File: config.mk
export PLATFORM = sky130hd
export DESIGN_NAME = eblock_allocator
export DESIGN_NICKNAME = d
export VERILOG_FILES = /design/src/rtl/eblock_allocator.sv
export SDC_FILE = /design/constraint.sdc
export NUM_CORES = 1
export LEC_CHECK = 0
export CORE_ASPECT_RATIO = 0.9
export CORE_UTILIZATION = 56
export CTS_CLUSTER_SIZE = 25
export DETAILED_ROUTE_END_ITERATION = 8
export DONT_BUFFER_PORTS = 1
export HOLD_SLACK_MARGIN = 0.08
export PLACE_DENSITY = 0.71
export SYNTH_ARGS = -nofsm -noshare
export SYNTH_HDL_FRONTEND = slang
export SYNTH_SLANG_ARGS = --single-unit
File: constraint.sdc
create_clock -name clk -period 7.4 [get_ports clk]
set_clock_uncertainty 0.1 [all_clocks]
set_input_delay 0.37 -clock clk [delete_from_list [all_inputs] [get_ports clk]]
set_output_delay 0.37 -clock clk [all_outputs]
set_load 0.005 [all_outputs]
File: src/rtl/eblock_allocator.sv
// E-block ID allocator: tracks busy/owner/PC per e-block slot, grants the lowest
// free ID, and frees IDs on commit or on a whole-CTA flush.
module eblock_allocator #(
    parameter int MAX_NUM_CTA          = 4,
    parameter int MAX_EBLOCK           = 8,
    parameter int PC_WIDTH             = 64,
    parameter int MAX_INFLIGHT_PER_CTA = 2,
    parameter int CTA_ID_WIDTH         = $clog2(MAX_NUM_CTA),
    parameter int EBLOCK_ID_WIDTH      = $clog2(MAX_EBLOCK),
    parameter int CNT_WIDTH            = $clog2(MAX_EBLOCK + 1)
) (
    input  logic                               clk,
    input  logic                               rst,
    input  logic                               alloc_valid,
    input  logic [CTA_ID_WIDTH-1:0]            alloc_cta_id,
    input  logic [PC_WIDTH-1:0]                alloc_pc,
    output logic                               alloc_ready,
    output logic [EBLOCK_ID_WIDTH-1:0]         alloc_eblock_id,
    input  logic                               commit_valid,
    input  logic [EBLOCK_ID_WIDTH-1:0]         commit_eblock_id,
    input  logic                               flush_valid,
    input  logic [CTA_ID_WIDTH-1:0]            flush_cta_id,
    input  logic [EBLOCK_ID_WIDTH-1:0]         lookup_eblock_id,
    output logic                               lookup_valid,
    output logic [CTA_ID_WIDTH-1:0]            lookup_cta_id,
    output logic [PC_WIDTH-1:0]                lookup_pc,
    output logic [CNT_WIDTH-1:0]               free_count,
    output logic [MAX_NUM_CTA*CNT_WIDTH-1:0]   cta_inflight,
    output logic                               err_bad_commit
);

    function automatic logic [CNT_WIDTH-1:0] popcount(input logic [MAX_EBLOCK-1:0] vec);
        logic [CNT_WIDTH-1:0] sum;
        sum = {CNT_WIDTH{1'b0}};
        for (int i = 0; i < MAX_EBLOCK; i++) begin
            sum = sum + CNT_WIDTH'(vec[i]);
        end
        return sum;
    endfunction

    logic [MAX_EBLOCK-1:0]    busy_r;
    logic [CTA_ID_WIDTH-1:0]  owner_r [MAX_EBLOCK];
    logic [PC_WIDTH-1:0]      pc_r    [MAX_EBLOCK];
    logic [CNT_WIDTH-1:0]     cnt_r   [MAX_NUM_CTA];
    logic                     err_r;
    logic [CNT_WIDTH-1:0]     free_count_r;

    logic [MAX_EBLOCK-1:0]    busy_nxt_s;
    logic [CTA_ID_WIDTH-1:0]  owner_nxt_s [MAX_EBLOCK];
    logic [PC_WIDTH-1:0]      pc_nxt_s    [MAX_EBLOCK];
    logic [CNT_WIDTH-1:0]     cnt_nxt_s   [MAX_NUM_CTA];
    logic                     err_nxt_s;

    logic                       any_free_s;
    logic [EBLOCK_ID_WIDTH-1:0] free_idx_s;
    logic                       ready_s;
    logic                       grant_s;
    logic                       commit_hit_s;
    logic                       commit_dec_s;
    logic                       bad_commit_s;
    logic [CTA_ID_WIDTH-1:0]    commit_owner_s;

    // Lowest-index free entry; scanning downward lets the lowest index win.
    always_comb begin
        any_free_s = 1'b0;
        free_idx_s = {EBLOCK_ID_WIDTH{1'b0}};
        for (int i = MAX_EBLOCK - 1; i >= 0; i--) begin
            if (!busy_r[i]) begin
                any_free_s = 1'b1;
                free_idx_s = EBLOCK_ID_WIDTH'(i);
            end else begin
                any_free_s = any_free_s;
            end
        end
    end

    // Handshake and commit classification, all from start-of-cycle state.
    always_comb begin
        ready_s        = any_free_s
                         && (cnt_r[alloc_cta_id] < CNT_WIDTH'(MAX_INFLIGHT_PER_CTA))
                         && !(flush_valid && (flush_cta_id == alloc_cta_id));
        grant_s        = alloc_valid && ready_s;
        commit_owner_s = owner_r[commit_eblock_id];
        commit_hit_s   = commit_valid && busy_r[commit_eblock_id];
        bad_commit_s   = commit_valid && !busy_r[commit_eblock_id];
        // A commit absorbed by a flush of its owner must not decrement again.
        if (commit_hit_s && flush_valid && (commit_owner_s == flush_cta_id)) begin
            commit_dec_s = 1'b0;
        end else begin
            commit_dec_s = commit_hit_s;
        end
    end

    // Next-state table: grant sets a free entry, commit/flush clear busy ones.
    always_comb begin
        busy_nxt_s = busy_r;
        err_nxt_s  = err_r | bad_commit_s;
        for (int i = 0; i < MAX_EBLOCK; i++) begin
            owner_nxt_s[i] = owner_r[i];
            pc_nxt_s[i]    = pc_r[i];
            if (grant_s && (free_idx_s == EBLOCK_ID_WIDTH'(i))) begin
                busy_nxt_s[i]  = 1'b1;
                owner_nxt_s[i] = alloc_cta_id;
                pc_nxt_s[i]    = alloc_pc;
            end else if ((commit_hit_s && (commit_eblock_id == EBLOCK_ID_WIDTH'(i)))
                         || (flush_valid && busy_r[i] && (owner_r[i] == flush_cta_id))) begin
                busy_nxt_s[i]  = 1'b0;
                owner_nxt_s[i] = {CTA_ID_WIDTH{1'b0}};
                pc_nxt_s[i]    = {PC_WIDTH{1'b0}};
            end else begin
                busy_nxt_s[i]  = busy_r[i];
            end
        end
    end

    // Per-CTA outstanding counts; alloc and commit on one CTA cancel out.
    always_comb begin
        for (int c = 0; c < MAX_NUM_CTA; c++) begin
            logic inc_v;
            logic dec_v;
            inc_v = grant_s && (alloc_cta_id == CTA_ID_WIDTH'(c));
            dec_v = commit_dec_s && (commit_owner_s == CTA_ID_WIDTH'(c));
            if (flush_valid && (flush_cta_id == CTA_ID_WIDTH'(c))) begin
                cnt_nxt_s[c] = {CNT_WIDTH{1'b0}};
            end else if (inc_v && !dec_v) begin
                cnt_nxt_s[c] = cnt_r[c] + CNT_WIDTH'(1);
            end else if (dec_v && !inc_v) begin
                cnt_nxt_s[c] = cnt_r[c] - CNT_WIDTH'(1);
            end else begin
                cnt_nxt_s[c] = cnt_r[c];
            end
        end
    end

    // State registers with synchronous reset taking priority over all requests.
    always_ff @(posedge clk) begin
        if (rst) begin
            busy_r       <= {MAX_EBLOCK{1'b0}};
            err_r        <= 1'b0;
            free_count_r <= CNT_WIDTH'(MAX_EBLOCK);
            for (int i = 0; i < MAX_EBLOCK; i++) begin
                owner_r[i] <= {CTA_ID_WIDTH{1'b0}};
                pc_r[i]    <= {PC_WIDTH{1'b0}};
            end
            for (int c = 0; c < MAX_NUM_CTA; c++) begin
                cnt_r[c] <= {CNT_WIDTH{1'b0}};
            end
        end else begin
            busy_r       <= busy_nxt_s;
            err_r        <= err_nxt_s;
            free_count_r <= CNT_WIDTH'(MAX_EBLOCK) - popcount(busy_nxt_s);
            for (int i = 0; i < MAX_EBLOCK; i++) begin
                owner_r[i] <= owner_nxt_s[i];
                pc_r[i]    <= pc_nxt_s[i];
            end
            for (int c = 0; c < MAX_NUM_CTA; c++) begin
                cnt_r[c] <= cnt_nxt_s[c];
            end
        end
    end

    // Output mapping; lookup fields are masked to zero for idle entries.
    always_comb begin
        alloc_ready     = ready_s;
        alloc_eblock_id = free_idx_s;
        free_count      = free_count_r;
        err_bad_commit  = err_r;
        lookup_valid    = busy_r[lookup_eblock_id];
        if (busy_r[lookup_eblock_id]) begin
            lookup_cta_id = owner_r[lookup_eblock_id];
            lookup_pc     = pc_r[lookup_eblock_id];
        end else begin
            lookup_cta_id = {CTA_ID_WIDTH{1'b0}};
            lookup_pc     = {PC_WIDTH{1'b0}};
        end
        for (int c = 0; c < MAX_NUM_CTA; c++) begin
            cta_inflight[c*CNT_WIDTH +: CNT_WIDTH] = cnt_r[c];
        end
    end

endmodule
# Word level (Yosys, flattened, before mapping)
# Memory sizes are Yosys's and may differ from the RTL's.
# Cells that the tools add are included.
# W data, S select, Z words.
[classes]
n_eq_ne = 41
n_addsub = 16
order_cmp = 3
bitwise = 21
reduce_logical = 91
n_mux = 106
[op_table]
columns = ["cell", "n"]
rows = [
  ["$mux W64", 25],
  ["$mux W4", 16],
  ["$logic_and A1 B1 Y1", 60],
  ["$mux W2", 25],
  ["$mux W1", 30],
  ["$eq A3 B3 Y1 const B", 8],
  ["$mux W3", 8],
  ["$or A1 B1 Y1", 21],
  ["$eq A2 B2 Y1", 10],
  ["$add A4 B1 Y4", 4],
  ["$add A4 B1 Y4 const B", 4],
  ["$ne A2 B2 Y1 const B", 8],
  ["$reduce_and A2 Y1", 8],
  ["$sub A4 B1 Y4 const B", 4],
  ["$eq A2 B2 Y1 const B", 6],
  ["$eq A3 B2 Y1 const B", 4],
  ["$logic_not A1 Y1", 10],
  ["$logic_or A1 B1 Y1", 8],
  ["$lt A3 B4 Y1 const B", 2],
  ["$bmux W1 S3", 2],
  ["$eq A2 B1 Y1 const B", 3],
  ["$eq A3 B1 Y1 const B", 2],
  ["$logic_not A2 Y1", 3],
  ["$logic_not A3 Y1", 2],
  ["other kinds (5)", 5],
]
[totals]
inputBits = 79
memories = 3
output_inout_bits = 92
word_cells = 284
mem_bits_rw = 544
reg_bits = 13
[memory_table]
columns = ["memory", "depth", "word_bits", "rd", "rd_clocked_by_memory_dff", "wr", "line_no", "text"]
rows = [
  ["pc_r", 8, 64, 1, 0, 8, "43", "logic [PC_WIDTH-1:0] pc_r [MAX_EBLOCK];"],
  ["cnt_r", 4, 4, 5, 0, 4, "44", "logic [CNT_WIDTH-1:0] cnt_r [MAX_NUM_CTA];"],
  ["owner_r", 8, 2, 10, 0, 8, "42", "logic [CTA_ID_WIDTH-1:0] owner_r [MAX_EBLOCK];"],
]

# Longest topological paths before layout
[depth]
ltp_word = 21
mapped_depth = 16
depth_no_buf = 13

# Worst setup path after synthesis
# Ideal clock, no wire load.
[synth_timing]
path_type = "input port to flip-flop"
from = "input alloc_cta_id[0]"
to = "register free_count_r[2], in the netlist free_count[2]"
setup_time_ns = 0.127
required_ns = 7.173
path_slack_ns = 3.503
arrival_ns = 3.670
path_stages = 16
cell_sequence = "buf_6 or3_1 o311ai_2 and3_1 buf_6 buf_4 nand3_1 and2_1 fa_1 ha_1 inv_1 fa_1 fa_1 inv_1 ha_1 nor2b_1"
[synth_via]
elab_chain_len = 15
elab_cells_between_ends = 32
[synth_lines]
columns = ["element", "line_no", "text"]
rows = [
  ["start, declared", "15", "input logic [CTA_ID_WIDTH-1:0] alloc_cta_id,"],
  ["$mem_v2 Z4 W4 or $eq A2 B2 Y1 (tied branches)", "n/a", ""],
  ["$lt A4 B2 Y1 or $logic_and A1 B1 Y1 (tied branches)", "80, 81", ""],
  ["$logic_and A1 B1 Y1 or $logic_not A1 Y1 (tied branches)", "80, 81", ""],
  ["$logic_and A1 B1 Y1 (*)", "81", "&& !(flush_valid && (flush_cta_id == alloc_cta_id));"],
  ["$logic_and A1 B1 Y1 (*)", "82", "grant_s = alloc_valid && ready_s;"],
  ["$logic_and A1 B1 Y1", "101", "if (grant_s && (free_idx_s == EBLOCK_ID_WIDTH'(i))) begin"],
  ["$mux W1", "101", ""],
  ["$add A1 B1 Y2", "36", "sum = sum + CNT_WIDTH'(vec[i]);"],
  ["$add A2 B1 Y3", "36", ""],
  ["$add A3 B1 Y4", "36", ""],
  ["$add A4 B1 Y4 (3 in series)", "36", ""],
  ["$add A4 B1 Y4 (*)", "36", ""],
  ["$sub A4 B4 Y4 (*)", "151", "free_count_r <= CNT_WIDTH'(MAX_EBLOCK) - popcount(busy_nxt_s);"],
  ["end signal, assigned", "140", "free_count_r <= CNT_WIDTH'(MAX_EBLOCK);"],
  ["end signal, assigned", "151", ""],
  ["end, declared", "46", "logic [CNT_WIDTH-1:0] free_count_r;"],
]
# Every way passes the cells marked *; elsewhere a longest branch is shown, timed or not.
# A chain may end at the register's enable or synchronous reset.

# Worst setup path in the final report
[layout_timing]
from = "register busy_r[1]"
to = "register free_count_r[2], in the netlist free_count[2]"
[layout_via]
elab_cells_between_ends = 68
[layout_lines]
columns = ["element", "line_no", "text"]
rows = [
  ["start, declared", "41", "logic [MAX_EBLOCK-1:0] busy_r;"],
  ["start signal, assigned", "138", "busy_r <= {MAX_EBLOCK{1'b0}};"],
  ["start signal, assigned", "149", "busy_r <= busy_nxt_s;"],
  ["$mux W3 (*) (2 in series)", "68", "if (!busy_r[i]) begin"],
  ["named net alloc_eblock_id[2]", "18", "output logic [EBLOCK_ID_WIDTH-1:0] alloc_eblock_id,"],
  ["$eq A3 B1 Y1 or $logic_not A3 Y1 (tied branches)", "101", ""],
  ["$logic_and A1 B1 Y1", "101", ""],
  ["$mux W1", "101", ""],
  ["$add A1 B1 Y2", "36", ""],
  ["$add A2 B1 Y3", "36", ""],
  ["$add A3 B1 Y4", "36", ""],
  ["$add A4 B1 Y4 (3 in series)", "36", ""],
  ["$add A4 B1 Y4 (*)", "36", ""],
  ["$sub A4 B4 Y4 (*)", "151", ""],
]
# Mark *: on every way through the listed nets, which the timed path passes. The rest lies on a longest branch. The select of a mux whose other input is x is not followed.

==> metrics <==
post-layout util=62.2%; Syn Std Cell Area=26400 sq um; Synth Flop Type=edfxtp_1; WL final=about 63000 um; worst vdd ir=0.000171 V; worst min-delay path category=input pin to flip-flop; CP Class=flip-flop to flip-flop; Slew HR=26.9%; post-DR vias/cell=roughly 6.3; first-pass GRT wire length=95700 um; NetSw=about 1.5 mW; Post-synth ARST share=0%; # hold bufs at CTS=72; clock buffer count from CTS=57; Die W=231 um; Final TNS setup=0 ps; 1st-iter DRT viols=1659; Reg2Reg Setup Slack=between 2000 and 3000 ps; Die H=~210 um; TritonCTS clock tree=done; total core area=46600 sq um; Final Setup Violations=0; CP Launch Type=flip-flop; fmax=0.207 GHz; Area growth syn-to-layout=9.77%; Max-Cap Viols=0; power per cell area=235 nW/um^2; WHS Path Cells=3; fin nets=1887; Syn. warnings=0; global-route usage over all layers=26.4%; DP HPWL=between 30000 and 40000 um; number of setup buffers added after CTS=0; htree depth=2; Critical Path AT=5190 ps; clock root cell=clkbuf_16; worst hold start=commit_eblock_id[0]; CP required=7770 ps; PortBufs=0; cells on worst reg2reg path=13; largest net degree at the start of global routing=135; Combinational Power Share=7.1%; leak pwr=between 10 and 15 nW; Worst Max-Slew Pin Slew=1100 ps; Final Hold Viols=0; gr ovfl total=0; Clock Tree Buf Depth=3; r2r startpoint=busy_r[1]; share of cells above drive strength 1=13.7%; vias in the first global route=15864; TritonRoute pass-1 iters=5; crit-path max FO=91; Mapped Cells=1799; post-route minimum period=4820 ps; ANT nets after route=0; Wirelength per Cell=25.6 um; Int Pwr=5.29 mW; part of the cycle the worst path needs=65.1%; die area=48100 sq um; post-synthesis cell type count=57; Site Rows=75; CTS Sinks=557; clock share of power=between 30% and 40%; unrepaired setup endpoints after global routing=no; Worst R2R End=free_count[2]; Slew Limit Fails=0; num ports=171; via count=15327; hold-critical path endpoint=busy_r[2]; status=finished clean; syn_nets=~1900; GPL Wtd Cong=around 0.87; Post-synth EDFFs=512; flops & latches, synth=between 500 and 600; initial antenna violation count=6; Crit. End Element=flip-flop; Switching Fraction=22.3%; Worst-path clk slew=70 ps; worst skew pair latency=620 ps; DRC violations left=0; CTS-repair resized insts=0; Post-Syn Area per Cell=between 10 and 15 sq um; register area share after synthesis=61.6%; Initial Util=between 50% and 60%; share of power burned in registers=53.1%
-- layout by cell type (no fill, tap or decap), types with 4 or more instances in the layout --
cell           instances
edfxtp_1             512
and3_1               384
mux4_2               140
and2_1               133
nor2_1                96
mux2i_1               87
dlygate4sd3_1         72
clkbuf_16             58
dfxtp_1               45
nand2_1               40
inv_1                 21
clkbuf_1              20
a21oi_1               19
xor2_1                18
ha_1                  16
nor3_1                15
nand3_1               13
buf_4                 13
xnor2_1               12
clkinv_1              12
nand2_4                8
fa_1                   8
nand4_1                7
diode_2                6
o21ai_0                6
clkinv_2               6
or3_1                  5
nor3b_1                4
and3_4                 4
a21o_1                 4
-- power by group through the flow --
| stage | Clock (mW) | Sequential [mW] | Combinational [mW] |
|---|---|---|---|
| floorplan | 0 | 3.67 | 0.354 |
| global placement | 0 | 3.67 | 0.418 |
| detailed placement | 0 | 3.68 | 0.422 |
| CTS | 2.73 | 3.62 | 0.485 |
| global route | 2.85 | 3.63 | 0.522 |
| finish | 2.71 | 3.61 | 0.486 |
-- layout make-up --
class	count	area (sq um)
fill	3424	17600
sequential	557	16300
multi-input combinational	1061	9310
clock buffer	78	1530
timing repair buffer	86	846
tap	616	771
clock inverter	25	199
inverter	21	78.8
antenna	6	15.0
-- logic make-up (layout without fill, tap and decap cells) --
family | after synthesis | in the layout | share of synthesized area, %
simple gates | 727 | 727 | 15.8
flops | 557 | 557 | 61.6
mux | 228 | 228 | 15.3
buf+inv | 181 | 210 | 3.59
compound gates | 52 | 52 | 1.41
xor+xnor | 30 | 30 | 0.994
fa+ha+maj | 24 | 24 | 1.36
other cells | 0 | 6 | 0
-- state kept, by name (all words and copies together), names as in the netlist --
name,count
pc_r,512
cnt_r,16
owner_r,16
busy_r,8
free_count,4
err_bad_commit,1
-- per-layer routing --
metal  share of wire, %  vias up  wire, um  global-route usage (%)
li1                   -     6861         -                       -
met1                 44     7855     27400                    38.2
met2                 48      513     30000                    41.9
met3                6.6       94      4140                    4.36
met4                2.0        4      1270                    7.35
met5              0.035        -        22                       0
-- worst max-delay path: stages, from the launching register on --
cell,delay (ps)
dfxtp_1,500
nand4_1,210
nor2b_1,340
and3_4,840
nand3_1,430
and2_1,310
fa_1,500
ha_1,140
inv_1,50
fa_1,460
fa_1,360
inv_1,60
ha_1,210
nor2b_1,130
-- worst max path at each step --
stage | from | to | slack [ps] | cells after the start
6_report | busy_r[1] | free_count[2] | 2580 | 13
5_1_grt | busy_r[1] | free_count[2] | 2280 | 13
4_1_cts | busy_r[1] | free_count[2] | 2600 | 13
3_5_place_dp | busy_r[1] | free_count[2] | 2680 | 13
3_3_place_gp | busy_r[2] | free_count[2] | 2690 | 13
2_1_floorplan | alloc_cta_id[0] | free_count[2] | 3500 | 16
-- through the flow --
stage,worst slack (ps),instance area [sq um],instances,total power [mW],hold slack [ps]
final,2580,29000,2450,6.81,104
after global routing,2280,29000,2446,7.00,144
after CTS,2600,29000,2443,6.83,81.1
after detailed placement,2680,26500,2268,4.10,344
after global placement,2690,26500,2268,4.09,343
after floorplan,3500,26400,1799,4.02,361
-- synth_stat cells, types with 2 or more instances --
| cell | count | area (sq um) |
|---|---|---|
| a21o_1 | 4 | 30.0 |
| a21oi_1 | 19 | 95.1 |
| a311oi_1 | 3 | 26.3 |
| a31oi_1 | 3 | 18.8 |
| a32oi_1 | 2 | 17.5 |
| and2_1 | 133 | 832 |
| and3_1 | 388 | 2430 |
| and4_4 | 2 | 22.5 |
| buf_1 | 17 | 63.8 |
| buf_12 | 2 | 40.0 |
| buf_2 | 37 | 185 |
| buf_4 | 9 | 67.6 |
| buf_6 | 2 | 22.5 |
| buf_8 | 12 | 180 |
| clkbuf_1 | 76 | 285 |
| clkbuf_2 | 5 | 25.0 |
| dfxtp_1 | 45 | 901 |
| edfxtp_1 | 512 | 15400 |
| fa_1 | 8 | 160 |
| ha_1 | 16 | 200 |
| inv_1 | 21 | 78.8 |
| mux2i_1 | 88 | 881 |
| mux4_2 | 140 | 3150 |
| nand2_1 | 48 | 180 |
| nand3_1 | 13 | 65.1 |
| nand3b_1 | 2 | 15.0 |
| nand4_1 | 7 | 43.8 |
| nor2_1 | 96 | 360 |
| nor2b_1 | 3 | 18.8 |
| nor3_1 | 15 | 75.1 |
| nor3b_1 | 4 | 30.0 |
| nor4_1 | 3 | 18.8 |
| o21ai_0 | 6 | 30.0 |
| or2_2 | 3 | 18.8 |
| or3_1 | 5 | 31.3 |
| xnor2_1 | 12 | 105 |
| xor2_1 | 18 | 158 |
No activity file was read; power rests on OpenSTA's default activity.
